==> src/rtl/ifq_pkg.sv <==
// Shared widths, fetch tag and FSM state type for the instruction-fetch queue.
package ifq_pkg;

  localparam int INS_W = 16;
  localparam int PC_W  = 16;

  typedef struct packed {
    logic            valid;
    logic            epoch;
    logic [PC_W-1:0] pc;
  } ifq_tag_t;

  typedef enum logic [1:0] {
    IDLE   = 2'd0,
    RUN    = 2'd1,
    HALTED = 2'd2
  } ifq_state_e;

endpackage

==> src/rtl/ifq_fifo.sv <==
// Small register-based FIFO of {ins, pc}; head is read straight from storage.
module ifq_fifo #(
  parameter int DEPTH = 4,
  parameter int W     = 32,
  parameter int CW    = $clog2(DEPTH + 1)
) (
  input  logic          clk,
  input  logic          rst_n,
  input  logic          push,
  input  logic          pop,
  input  logic          flush,
  input  logic [W-1:0]  din,
  output logic [W-1:0]  dout,
  output logic [CW-1:0] count,
  output logic          empty
);
  localparam int AW = $clog2(DEPTH);

  logic [W-1:0]  mem [DEPTH];
  logic [AW-1:0] wr_ptr;
  logic [AW-1:0] rd_ptr;

  always_ff @(posedge clk or negedge rst_n) begin
    if (!rst_n) begin
      wr_ptr <= '0;
      rd_ptr <= '0;
      count  <= '0;
      for (int i = 0; i < DEPTH; i++) mem[i] <= '0;
    end else if (flush) begin
      wr_ptr <= '0;
      rd_ptr <= '0;
      count  <= '0;
    end else begin
      if (push) begin
        mem[wr_ptr] <= din;
        wr_ptr      <= wr_ptr + 1'b1;
      end
      if (pop) rd_ptr <= rd_ptr + 1'b1;
      if (push && !pop)      count <= count + 1'b1;
      else if (pop && !push) count <= count - 1'b1;
    end
  end

  assign dout  = mem[rd_ptr];
  assign empty = (count == '0);

endmodule

==> src/rtl/ifetch_queue.sv <==
// Instruction-fetch front end: issues reads, absorbs MEM_LAT latency, queues words for decode.
// Define IFQ_BYPASS_EN to forward a returning word straight to decode when the queue is empty.
//
// state  | meaning
// IDLE   | first cycle after reset release, no reads issued
// RUN    | issuing reads while credit is available
// HALTED | no new reads, in-flight words still drain; left only by reset
module ifetch_queue
  import ifq_pkg::*;
#(
  parameter int DEPTH   = 4,
  parameter int MEM_LAT = 2
) (
  input  logic             clk,
  input  logic             rst_n,
  input  logic             redirect_valid,
  input  logic [PC_W-1:0]  redirect_pc,
  input  logic             halt,
  output logic [PC_W-2:0]  mem_addr,
  input  logic [INS_W-1:0] mem_rdata,
  output logic             ins_valid,
  input  logic             ins_ready,
  output logic [INS_W-1:0] ins,
  output logic [PC_W-1:0]  ins_pc
);
  localparam int CNT_W = $clog2(DEPTH + 1);

  ifq_state_e            state;
  logic [PC_W-1:0]       fetch_pc;
  logic                  epoch;
  ifq_tag_t              tag_line [MEM_LAT];
  logic [CNT_W-1:0]      in_flight;
  logic [CNT_W-1:0]      occ;
  logic                  fifo_empty;
  logic [INS_W+PC_W-1:0] head;
  ifq_tag_t              ret_tag;
  logic                  redirect;
  logic                  issue;
  logic                  ret_cur;
  logic                  ret_ok;
  logic                  push;
  logic                  pop;

  assign redirect = redirect_valid && (state != HALTED);
  assign ret_tag  = tag_line[MEM_LAT-1];
  assign ret_cur  = ret_tag.valid && (ret_tag.epoch == epoch);
  assign ret_ok   = ret_cur && !redirect;
  // queued plus outstanding words never exceed DEPTH, so a return always finds room
  assign issue    = (state == RUN) && !halt && !redirect &&
                    ((occ + in_flight) < CNT_W'(DEPTH));
  assign mem_addr = fetch_pc[PC_W-1:1];

  always_ff @(posedge clk or negedge rst_n) begin
    if (!rst_n) begin
      state     <= IDLE;
      fetch_pc  <= '0;
      epoch     <= 1'b0;
      in_flight <= '0;
      for (int i = 0; i < MEM_LAT; i++) tag_line[i] <= '0;
    end else begin
      case (state)
        IDLE:    state <= RUN;
        RUN:     if (halt) state <= HALTED;
        default: state <= state;
      endcase

      if (redirect) begin
        fetch_pc  <= redirect_pc & ~PC_W'(1);
        epoch     <= ~epoch;
        in_flight <= '0;
      end else begin
        if (issue) fetch_pc <= fetch_pc + PC_W'(2);
        in_flight <= in_flight + CNT_W'(issue) - CNT_W'(ret_cur);
      end

      // valids are also cleared on redirect: a 1-bit epoch alone could alias
      // when two redirects land within one read latency
      tag_line[0].valid <= issue;
      tag_line[0].epoch <= epoch;
      tag_line[0].pc    <= fetch_pc;
      for (int i = 1; i < MEM_LAT; i++) begin
        if (redirect) tag_line[i].valid <= 1'b0;
        else          tag_line[i]       <= tag_line[i-1];
      end
    end
  end

  ifq_fifo #(
    .DEPTH (DEPTH),
    .W     (INS_W + PC_W),
    .CW    (CNT_W)
  ) u_fifo (
    .clk   (clk),
    .rst_n (rst_n),
    .push  (push),
    .pop   (pop),
    .flush (redirect),
    .din   ({mem_rdata, ret_tag.pc}),
    .dout  (head),
    .count (occ),
    .empty (fifo_empty)
  );

`ifdef IFQ_BYPASS_EN
  logic bypass;

  assign bypass    = ret_ok && fifo_empty;
  assign ins_valid = bypass || !fifo_empty;
  assign ins       = bypass ? mem_rdata  : head[INS_W+PC_W-1:PC_W];
  assign ins_pc    = bypass ? ret_tag.pc : head[PC_W-1:0];
  assign push      = ret_ok && !(bypass && ins_ready);
  assign pop       = !fifo_empty && ins_ready && !redirect;
`else
  assign ins_valid = !fifo_empty;
  assign ins       = head[INS_W+PC_W-1:PC_W];
  assign ins_pc    = head[PC_W-1:0];
  assign push      = ret_ok;
  assign pop       = ins_valid && ins_ready && !redirect;
`endif

endmodule

==> config.mk <==
export PLATFORM = sky130hd
export DESIGN_NAME = ifetch_queue
export DESIGN_NICKNAME = d
export VERILOG_FILES = /design/src/rtl/ifq_pkg.sv /design/src/rtl/ifq_fifo.sv /design/src/rtl/ifetch_queue.sv
export SDC_FILE = /design/constraint.sdc
export NUM_CORES = 1
export LEC_CHECK = 0
export BUFFER_PORTS_ARGS = -buffer_cell sky130_fd_sc_hd__buf_4
export CAP_MARGIN = 20
export CORE_MARGIN = 5
export CORE_UTILIZATION = 60
export DETAILED_ROUTE_END_ITERATION = 7
export HOLD_SLACK_MARGIN = 0.1
export PLACE_DENSITY = 0.84
export SETUP_SLACK_MARGIN = 0.02
export SLEW_MARGIN = 10
export SYNTH_ARGS = -nofsm -noshare
export SYNTH_HDL_FRONTEND = slang
export SYNTH_SLANG_ARGS = --single-unit
==> constraint.sdc <==
create_clock -name clk -period 5.7 [get_ports clk]
set_input_delay 0.57 -clock clk [delete_from_list [all_inputs] [get_ports clk]]
set_output_delay 0.57 -clock clk [all_outputs]
set_load 0.01 [all_outputs]
* Word level (Yosys, flattened, before mapping)
Cells that the tools add are included.
Word-level totals: flip-flop bits (word level) 193, input port bits 37, output and inout bits 48, logic and storage cells 81
Operators by class: $add $sub $neg 8, magnitude comparators 4, eq/ne operators 4, muxes and demuxes 19, bitwise operators 4, reductions and logical operators 25
Operators with widths (number):
- $bwmux W128 | 1
- $mux W32 | 3
- $bmux W32 S2 | 1
- $demux W32 S2 | 1
- $mux W16 | 2
- $add A16 B2 Y16 const B | 1
- $mux W3 | 4
- $logic_and A1 B1 Y1 | 11
- $mux W2 | 5
- $reduce_bool A2 Y1 | 4
- $ge A3 B3 Y1 const B | 2
- $not A2 Y3 | 2
- $logic_not A1 Y1 | 5
- $add A2 B1 Y2 const B | 2
- $ne A2 B2 Y1 const B | 2
- $pmux W2 S2 | 1
- $reduce_and A2 Y1 | 2
- $add A3 B1 Y3 | 1
- $add A3 B1 Y3 const B | 1
- $add A3 B3 Y3 | 1
- $logic_not A3 Y1 | 1
- $lt A3 B1 Y1 const B | 1
- $lt A3 B3 Y1 const B | 1
- $reduce_bool A3 Y1 | 1
- 7 further kinds | 8

* Logic depth before layout (Yosys ltp)
Gate-level depths: netlist of the first run.
depth in word-level cells 9, gate-level depth with buffers 13, depth with buffers taken out 12

* Cells and area by module
Synthesis of the first run repeated with hierarchy kept, for this count alone.
Unflattened totals: cell total of the unflattened synthesis 575, area, all modules 8262.9 um2
Modules (own cells, without submodules):
- ifq_fifo | times used 1, cells each 352, area an instance 5982.0 um2, sequential area each 3378.2 um2
- ifetch_queue | times used 1, cells each 223, area an instance 2280.9 um2, sequential area each 1376.3 um2

* Worst setup path before layout of the first run
Ideal clock, no wire load.
path type input to register, from in redirect_valid, to reg in_flight[2], library setup time 132 ps, arrival time 2808 ps, data required time 5568 ps, setup slack 2761 ps, cell stages on the path 13, buffers on the path 2, path through buf_6 -> or4b_1 -> buf_2 -> nor3_2 -> nor2_1 -> ha_1 -> inv_1 -> ha_1 -> inv_1 -> fa_1 -> xor2_1 -> xnor2_1 -> nor2_1
Between the ends: cells in the longest elaborated chain, start to end 7
Ends and longest elaborated chain:
- start: declaration | RTL line ifetch_queue.sv:16 | input logic redirect_valid,
- $logic_and A1 B1 Y1 * | RTL line ifetch_queue.sv:44 | assign redirect = redirect_valid && (state != HALTED);
- $logic_not A1 Y1 | RTL line ifetch_queue.sv:49 | assign issue = (state == RUN) && !halt && !redirect &&
- $logic_and A1 B1 Y1 (2 in series) | RTL line ifetch_queue.sv:49
- $add A3 B1 Y3 | RTL line ifetch_queue.sv:73 | in_flight <= in_flight + CNT_W'(issue) - CNT_W'(ret_cur);
- $sub A3 B1 Y3 | RTL line ifetch_queue.sv:73
- $mux W3 * | RTL line ifetch_queue.sv:67 | if (redirect) begin
- end signal: assignment | RTL line ifetch_queue.sv:73
- end: declaration | RTL line ifetch_queue.sv:32 | logic [CNT_W-1:0] in_flight;
Mark *: on every way between the ends. The rest lies on a longest branch, timed or not. A chain may end at the register's enable or synchronous reset.

* Worst setup path in the final report of the first run
from reg state[1], to reg in_flight[2]
Between the ends: cells in the longest elaborated chain, start to end 8, elaborated cells on any way between the ends 10, those cells by class 2 x add/sub; 2 x eq/ne; 1 x mux; 5 x reduce/logical
Ends and longest elaborated chain:
- start: declaration | RTL line ifetch_queue.sv:28 | ifq_state_e state;
- start signal: assignment | RTL line ifetch_queue.sv:64 | default: state <= state;
- $ne A2 B2 Y1 | RTL line ifetch_queue.sv:44
- $logic_and A1 B1 Y1 | RTL line ifetch_queue.sv:44
- $logic_not A1 Y1 | RTL line ifetch_queue.sv:49
- $logic_and A1 B1 Y1 (2 in series) | RTL line ifetch_queue.sv:49
- $add A3 B1 Y3 | RTL line ifetch_queue.sv:73
- $sub A3 B1 Y3 | RTL line ifetch_queue.sv:73
- $mux W3 * | RTL line ifetch_queue.sv:67
Marks and branches as above.

==> results of run 1 <==
==> per-stage QoR <==
stage | area [sq um] | total power, mW | hold WS (ns)
finish | 9440 | 3.30 | 0.142
floorplan | 8170 | 1.97 | 0.274
detailed placement | 8890 | 2.22 | 0.432
global placement | 8890 | 2.18 | 0.423
CTS | 9440 | 3.32 | 0.159
global route | 9440 | 3.45 | 0.197
==> Yosys cell counts, drive strengths merged, types with 3 or more instances <==
cell	number	share of area, %
a21oi	5	0.31
a221oi	4	0.43
a31oi	12	0.92
and2	6	0.46
and3	3	0.23
buf	25	1.7
clkbuf	11	0.51
dfrtp	186	57
ha	8	1.2
inv	14	0.64
mux2	124	17
mux4	31	8.5
nand2	59	2.7
nand2b	3	0.23
nand3	12	0.74
nand4	3	0.23
nor2	18	0.83
nor3	3	0.25
nor4b	3	0.32
o211ai	5	0.52
o21ai	4	0.24
o31ai	9	0.83
or4	9	0.87
xnor2	6	0.64
xor2	3	0.32
==> state kept, by name, indices dropped and copies added, names as in the netlist <==
register,flops
u_fifo.count,3
epoch,1
ret_tag,17
state,2
tag_line,17
u_fifo.wr_ptr,2
in_flight,3
fetch_pc,15
u_fifo.rd_ptr,2
u_fifo.mem,124
==> where the power goes <==
| part | switching, mW | total, mW | internal, mW |
|---|---|---|---|
| combinational | 0.323 | 0.593 | 0.270 |
| sequential | 0.154 | 1.60 | 1.45 |
| clock | 0.469 | 1.10 | 0.630 |
==> layout by cell type (no fill, tap or decap), types with 2 or more instances in the layout <==
master,instances
mux4_2,31
o211ai_1,4
mux2i_1,2
clkinvlp_4,2
o21ai_1,3
and2_1,6
ha_1,8
nand3_1,8
a31oi_1,12
dfrtp_1,185
a221oi_1,4
or4_1,8
buf_4,87
nand2_1,59
and4_1,2
clkbuf_8,3
xor2_1,3
o31ai_1,9
fa_1,2
nand4_1,3
inv_1,13
nand2b_1,3
nor3_1,2
nor4b_1,3
a21oi_1,5
o2111ai_1,2
clkbuf_16,17
nand3_2,4
and3_1,3
clkinv_2,3
or3_1,2
mux2_1,124
nor2_1,18
clkbuf_1,3
xnor2_1,6
==> worst max-delay path: stages, from the launching register on <==
cell and delay, ns:
dfrtp_1 0.41, or4b_1 0.79, nor3_2 0.32, nor2_1 0.15
ha_1 0.31, inv_1 0.06, ha_1 0.13, inv_1 0.05
fa_1 0.38, xor2_1 0.18, xnor2_1 0.15, nor2_1 0.06
==> cell type report <==
cell class                 instances  area (sq um)  share of cell area (%)
clock buffer                      23           478                    5.06
clock inverter                     7          68.8                   0.729
inverter                          14          52.6                   0.557
multi-input combinational        350          3300                    35.0
sequential                       186          4660                    49.3
tap                              176           220                    2.33
timing repair buffer              88           664                    7.04
==> path summary, 6_finish.rpt <==
| path | start | end | slack, ns | cells after the start |
|---|---|---|---|---|
| max | state[1] | in_flight[2] | 2.56 | 11 |
| min | rst_n | u_fifo.mem[69] | 0.14 | 1 |
| max reg2reg | state[1] | in_flight[2] | 2.56 | 11 |
| min reg2reg | tag_line[33] | ret_tag[15] | 0.45 | 2 |
| max in group asynchronous | rst_n | u_fifo.rd_ptr[0] | 4.34 | 2 |
| min in group clk | mem_rdata[4] | u_fifo.mem[20] | 0.38 | 2 |
==> layer usage <==
| metal | global-route usage (%) | vias up |
|---|---|---|
| li1 | - | 2262 |
| met2 | 36.6 | 129 |
| met4 | 6.94 | 0 |
| met5 | 0 | - |
| met1 | 29.9 | 2632 |
| met3 | 4.04 | 15 |
==> logic make-up after synthesis <==
group / after synthesis
DFF: 186
muxes: 157
and+or+nand+nor: 128
buffers and inverters: 50
AOI/OAI and AO/OA: 45
adders and majority gates: 10
xor gates and xnor gates: 9
other: 1
==> out/qor.csv, run 1 <==
metric,value,unit
final number of setup-violating endpoints,0,
largest net degree at the start of global routing,67,
dominant synthesized flop cell,dfrtp_1,
"FFs w/ async S/R, synth",100,%
grt ovf,0,
crit path time final,3.14,ns
"CTS clk-pin slew, worst paths",0.06,ns
Placer Congestion,0.898,
final worst slack,2.56,ns
final core utilization,71.0,%
initial core utilization,61.4,%
nets,704,
post-CTS resize count,0,
worst-path fanout max,15,
count of cell types in the netlist,48,
Clock Sinks,186,
CP required,5.96,ns
Hold Path Class,in -> async,
placed wire-length estimate,10600,microns
Routed WL,16500,microns
largest family of logic cells by synthesized area,multiplexers,
met2 wire length,8410,microns
Compound-Gate Fraction of Synth Area,3.84,%
area delta synth->final,15.6,%
Max Fclk,0.318,GHz
die area,16000,sq um
# diodes,0,
adder-cell share of the synthesized area,1.72,%
Clock Path Buffers,2,
Clock Tree Root,clkbuf_16,
detailed-route via count,5038,
row count,42,
Synth Cell Area,8170,sq um
number of synthesized flops with an enable pin,0,
Post-route DRC,0,
XOR/XNOR Fraction of Synth Area,0.965,%
Clock Latency Late Sink,0.42,ns
Die Y,127,microns
number of global-route vias before repair,5407,
final hold vios,0,
Inst Count DP,814,
status,"finished, final reports clean",
wl on met1,7130,microns
highest routed layer,met4,
final cell count without fillers,844,
TritonCTS Buffers,17,
Die X-Extent,127,microns
initial antenna violation count,0,
syn nets,633,
Mapped Cells,586,
routed wl met3,713,microns
CTS Hold Bufs,0,
# port buffers,82,
static leakage power,4.73,nW
initial detailed-routing violation count,275,
pre-CTS setup slack,2.31,ns
maximum vdd ir drop,0.261,mV
Arrival @ worst endpoint,3.40,ns
simple-gate share of the synthesized area,7.72,%
Slew headroom,27.3,%
Tcrit/Tclk final,55.1,%
setup TNS,0,ns
Post-CTS Setup Bufs,0,
Max Cap Violations,0,
RSZ-0062 raised after global routing,no,
H-Tree Level Count,4,
DRT Pass-1 Iters,5,
sequential share of the synthesized area,57.0,%
Worst Setup End Kind,flip-flop,
Syn. warnings,0,
Startpoint Class,flip-flop,
WS Path Type,reg -> reg,
clock skew,0.00864,ns
Wirelength per Cell,19.5,microns
filler instances,866,
first-pass GRT wire length,28200,microns
Detail Route Antenna Nets,0,
Syn Area/Cell,13.9,sq um
CORE AREA,13300,sq um
Yosys reg bits,186,
Vias/cell,5.97,
Slew Limit Fails,0,
Total GRT Usage,22.0,%
I/O pin count,85,
post-synthesis mux area share,25.9,%
power per cell area,349,nW/um^2
CTS tree,yes,
Worst-Margin Slew,1.09,ns
fraction of layout cells with a size suffix above 1,23.2,%
(Power assumes the default switching activity.)
==> inputs of run 2 (changes only) <==
- CORE_UTILIZATION: 60 -> 53
- PLACE_DENSITY: 0.84 -> 0.79
- clock period: 5.7 -> 2.6 ns (I/O delays scaled with it)
==> out/qor.csv, run 2 (same netlist as run 1, synthesis figures left out) <==
metric,value,unit
Worst R2R Setup Slack,-0.07,ns
initial antenna violation count,0,
PnR Total Power,7.71,mW
Die X-Extent,134,microns
area delta synth->final,24.9,%
Startpoint Class,flip-flop,
Clock Tree Root,clkbuf_16,
placed wire-length estimate,11300,microns
detailed-route via count,5297,
Wirelength per Cell,19.7,microns
grt ovf,0,
static leakage power,5.06,nW
Comb power frac,18.8,%
TritonCTS Buffers,17,
Clock Path Buffers,2,
Hold Path Class,in -> reg,
failing checks,setup timing,
Switching Share,28.0,%
CORE AREA,15100,sq um
H-Tree Level Count,4,
Int Pwr,5.55,mW
CTS tree,yes,
Routed WL,17900,microns
Tcrit/Tclk final,103,%
row count,45,
final hold vios,0,
Detail Route Antenna Nets,0,
Switching Power,2.16,mW
# port buffers,82,
critical path launch point,in_flight[1],
"commonest non-fill, non-tap cells in the layout","dfrtp_1 (185), mux2_1 (124), buf_4 (104)",
Vias/cell,5.82,
reg-to-reg endpoint,in_flight[2],
Clock Latency Late Sink,0.43,ns
first-pass GRT wire length,29700,microns
filler instances,1012,
Die Y,134,microns
Clock Sinks,186,
"Most flops, register",u_fifo.mem,
Hold Path Stages,3,
clock share of power,35.8,%
initial detailed-routing violation count,355,
power per cell area,756,nW/um^2
crit path time final,2.67,ns
CP required,2.91,ns
worst setup path endpoint,in_flight[2],
final core utilization,67.3,%
clock skew,0.0112,ns
worst-path fanout max,2,
Worst-Margin Slew,0.726,ns
Flop pwr share,45.4,%
Post-route DRC,0,
nets,756,
"CTS clk-pin slew, worst paths",0.07,ns
largest net degree at the start of global routing,78,
Arrival @ worst endpoint,2.98,ns
Worst Setup End Kind,flip-flop,
RR Startpoint,in_flight[1],
Total GRT Usage,21.0,%
maximum vdd ir drop,0.507,mV
DRT Pass-1 Iters,7,
status,finished with violations,
number of global-route vias before repair,5788,
I/O pin count,85,
Slew Limit Fails,0,
"commonest non-fill, non-tap cell in the layout",dfrtp_1,
max FFs per register,124,
Placer Congestion,0.836,
RSZ-0062 raised after global routing,yes,
WS Path Type,reg -> reg,
die area,18000,sq um
Max Fclk,0.375,GHz
Slew headroom,51.6,%
# diodes,0,
worst-case reg-to-reg path depth,13,
Max Cap Violations,0,
initial core utilization,53.9,%
final worst slack,-0.0654,ns
final number of setup-violating endpoints,1,
fraction of layout cells with a size suffix above 1,27.3,%
==> run 2: routing by layer <==
metal | vias to the layer above | global-route usage [%] | wire (microns)
li1 | 2363 | - | -
met2 | 141 | 37.0 | 9480
met4 | 0 | 6.22 | 244
met5 | - | 0 | 0
met3 | 29 | 3.79 | 679
met1 | 2764 | 26.9 | 7530
==> run 2: final cells by class <==
cell class / count / area, sq um / area share (%)
multi-input combinational: 350 / 3390 / 33.3
clock buffer: 21 / 470 / 4.61
clock inverter: 11 / 168 / 1.64
inverter: 14 / 52.6 / 0.515
tap: 188 / 235 / 2.31
sequential: 186 / 4660 / 45.6
timing repair buffer: 140 / 1220 / 12.0
==> run 2: through the flow <==
stage | area [sq um] | cells | setup TNS (ns) | hold WS [ns] | setup slack, ns
after floorplan | 8200 | 586 | 0 | -0.0356 | 0.0202
after global placement | 9180 | 845 | 0 | 0.330 | 0.0654
after global routing | 10200 | 910 | -0.117 | 0.115 | -0.117
after CTS | 10200 | 907 | -0.0390 | 0.104 | -0.0390
after detailed placement | 9180 | 845 | -0.0989 | 0.348 | -0.0989
final | 10200 | 910 | -0.0654 | 0.111 | -0.0654
==> run 2: worst min-delay path by stage <==
stage / from / endpoint
detailed placement: rst_n / u_fifo.mem[104]
global placement: rst_n / u_fifo.mem[104]
CTS: redirect_pc[6] / fetch_pc[6]
global route: redirect_pc[3] / fetch_pc[3]
finish: redirect_pc[3] / fetch_pc[3]
floorplan: rst_n / epoch
==> run 2: timing repair <==
action,CTS,global route
hold buffers,26,0
endpoints found under the hold margin,146,0
pin swaps,10,9
resized for setup,11,2
buffers inserted,4,3
endpoints found under the setup margin,1,91
==> run 2: power groups by stage <==
stage | clock network [mW] | registers [mW] | logic, mW
global placement | 0 | 3.52 | 1.36
CTS | 2.80 | 3.50 | 1.46
detailed placement | 0 | 3.55 | 1.39
global route | 2.92 | 3.54 | 1.59
floorplan | 0 | 3.44 | 0.880
finish | 2.76 | 3.50 | 1.45
==> run 2: worst max-delay path, stage by stage (launching register included) <==
cell and delay (ns):
dfrtp_1 0.41, ha_4 0.28, a31oi_4 0.08, buf_6 0.14, nor3_4 0.20, nor2_2 0.08, ha_1 0.32, inv_2 0.08
ha_4 0.13, inv_2 0.04, fa_2 0.36, xor2_2 0.17, xnor2_1 0.18, nor2_1 0.08
==> inputs of run 3 (changes only) <==
- ABC_AREA: default -> 1
- TNS_END_PERCENT: default -> 5
==> out/qor.csv, run 3 <==
metric,value,unit
static leakage power,4.81,nW
initial core utilization,54.0,%
syn nets,1004,
Synth Cell Area,8580,sq um
Detail Route Antenna Nets,0,
clock skew,0.0132,ns
power per cell area,806,nW/um^2
fraction of layout cells with a size suffix above 1,19.2,%
Startpoint Class,flip-flop,
Yosys reg bits,186,
grt ovf,0,
"top cells by area, synth","dfrtp_1 (54%), nand2_1 (10%), o21ai_0 (5.7%), o21ai_2 (5.3%), o21ai_1 (4.3%)",
Hold Path Class,in -> reg,
status,"finished, final reports clean",
Inst Count DP,1210,
# port buffers,82,
Worst Setup End Kind,flip-flop,
Sequential Area,4660,sq um
Die X-Extent,137,microns
"area leader, netlist",dfrtp_1,
multi-input logic area,3270,sq um
number of global-route vias before repair,6676,
CTS tree,yes,
"top cells by count, synth","nand2_1 (239), dfrtp_1 (186), o21ai_0 (98), nor2_1 (82), o21ai_1 (73)",
CP required,2.95,ns
dominant synthesized flop cell,dfrtp_1,
Post-route DRC,0,
"Most flops, register",u_fifo.mem,
Max Cap Violations,0,
die area,18800,sq um
"commonest non-fill, non-tap cell in the layout",nand2_1,
placed wire-length estimate,11400,microns
Syn Area/Cell,8.97,sq um
H-Tree Level Count,4,
top-count cell post-synth,nand2_1,
crit path time final,2.41,ns
CORE AREA,15900,sq um
Vias/cell,5.37,
initial detailed-routing violation count,556,
Arrival @ worst endpoint,2.77,ns
row count,46,
largest net degree at the start of global routing,78,
initial antenna violation count,0,
final core utilization,61.9,%
final hold vios,0,
Clock Path Buffers,2,
TritonCTS Buffers,17,
Max Fclk,0.415,GHz
PnR Total Power,7.93,mW
I/O pin count,85,
"CTS clk-pin slew, worst paths",0.07,ns
sequential share of the synthesized area,54.2,%
# diodes,0,
WS Path Type,reg -> reg,
Clock Tree Root,clkbuf_16,
DRT Pass-1 Iters,5,
maximum vdd ir drop,0.519,mV
Clock Latency Late Sink,0.43,ns
Routed WL,19000,microns
max FFs per register,124,
Slew Limit Fails,0,
Wirelength per Cell,15.3,microns
top-area cell type share of the netlist area,54.2,%
detailed-route via count,6697,
Total GRT Usage,22.1,%
Worst-Margin Slew,0.812,ns
Syn. warnings,0,
Clock Sinks,186,
Placer Congestion,0.862,
Tcrit/Tclk final,92.7,%
number of synthesized flops with an enable pin,0,
area delta synth->final,14.7,%
count of cell types in the netlist,34,
nets,1064,
"FFs w/ async S/R, synth",100,%
Slew headroom,45.9,%
final cell count without fillers,1246,
Die Y,137,microns
filler instances,1393,
Mapped Cells,957,
"commonest non-fill, non-tap cells in the layout","nand2_1 (239), dfrtp_1 (185), o21ai_0 (98)",
final number of setup-violating endpoints,0,
worst-path fanout max,5,
first-pass GRT wire length,32900,microns
## run 3: timing repair
item	in CTS	in global routing
hold buffers	2	0
buffers inserted	0	2
endpoints found under the setup margin	0	1
hold endpoints to repair	75	0
gates resized for setup	0	1
## run 3: final timing paths
path / start / end / slack, ns / depth (start not counted)
worst max register to register: in_flight[1] / in_flight[2] / 0.19 / 12
max in group asynchronous: rst_n / u_fifo.mem[90] / 1.44 / 3
worst min register to register: tag_line[25] / ret_tag[7] / 0.44 / 2
worst max-delay path: in_flight[1] / in_flight[2] / 0.19 / 12
min in group asynchronous: rst_n / fetch_pc[4] / 0.41 / 2
worst min-delay path: redirect_pc[2] / fetch_pc[2] / 0.13 / 5
## run 3: cells by family (layout without fill, tap and decap cells)
group | count (synthesis) | in the layout | share of synthesized area, %
and+or+nand+nor | 372 | 372 | 18.0
AOI/OAI and AO/OA | 258 | 258 | 17.8
DFF | 186 | 186 | 54.2
buffers and inverters | 124 | 197 | 7.73
adders and majority gates | 10 | 10 | 1.63
xor gates and xnor gates | 6 | 6 | 0.613
other | 1 | 1 | 0.0437
## run 3: power breakdown
group | total, mW | leakage, nW | switching, mW | internal [mW]
clock | 2.69 | 0.300 | 1.12 | 1.57
combinational | 2.27 | 2.02 | 1.36 | 0.911
sequential | 2.97 | 2.50 | 0.0363 | 2.93
## run 3: routing by layer
metal / routed length, microns / up-vias / global-route usage [%]
li1: - / 3248 / -
met1: 8630 / 3241 / 30.4
met5: 0 / - / 0
met4: 261 / 0 / 6.76
met2: 9250 / 185 / 35.9
met3: 897 / 23 / 4.09
## run 3: metrics by stage
stage	setup slack, ns	cell area (sq um)	TNS (ns)	hold slack [ns]
5_1_grt	-0.00580	9840	-0.00580	0.129
3_3_place_gp	0.252	9180	0	0.340
6_report	0.189	9840	0	0.127
3_5_place_dp	0.175	9180	0	0.339
2_1_floorplan	0.384	8580	0	-0.0356
4_1_cts	0.154	9820	0	0.118
## run 3: area by class of cell
class	instances	area share, %
clock buffer	19	4.60
inverter	71	2.73
tap	216	2.75
clock inverter	13	1.70
timing repair buffer	94	7.64
multi-input combinational	647	33.2
sequential	186	47.3
## run 3: worst max-delay path, stage by stage, from the launching register on
cell,delay (ns)
dfrtp_1,0.40
ha_1,0.30
nand3_1,0.12
nand2_1,0.06
nand2_1,0.10
nand3_4,0.13
ha_1,0.33
inv_1,0.06
ha_1,0.13
inv_1,0.05
fa_1,0.37
xor2_1,0.17
nor2_1,0.13
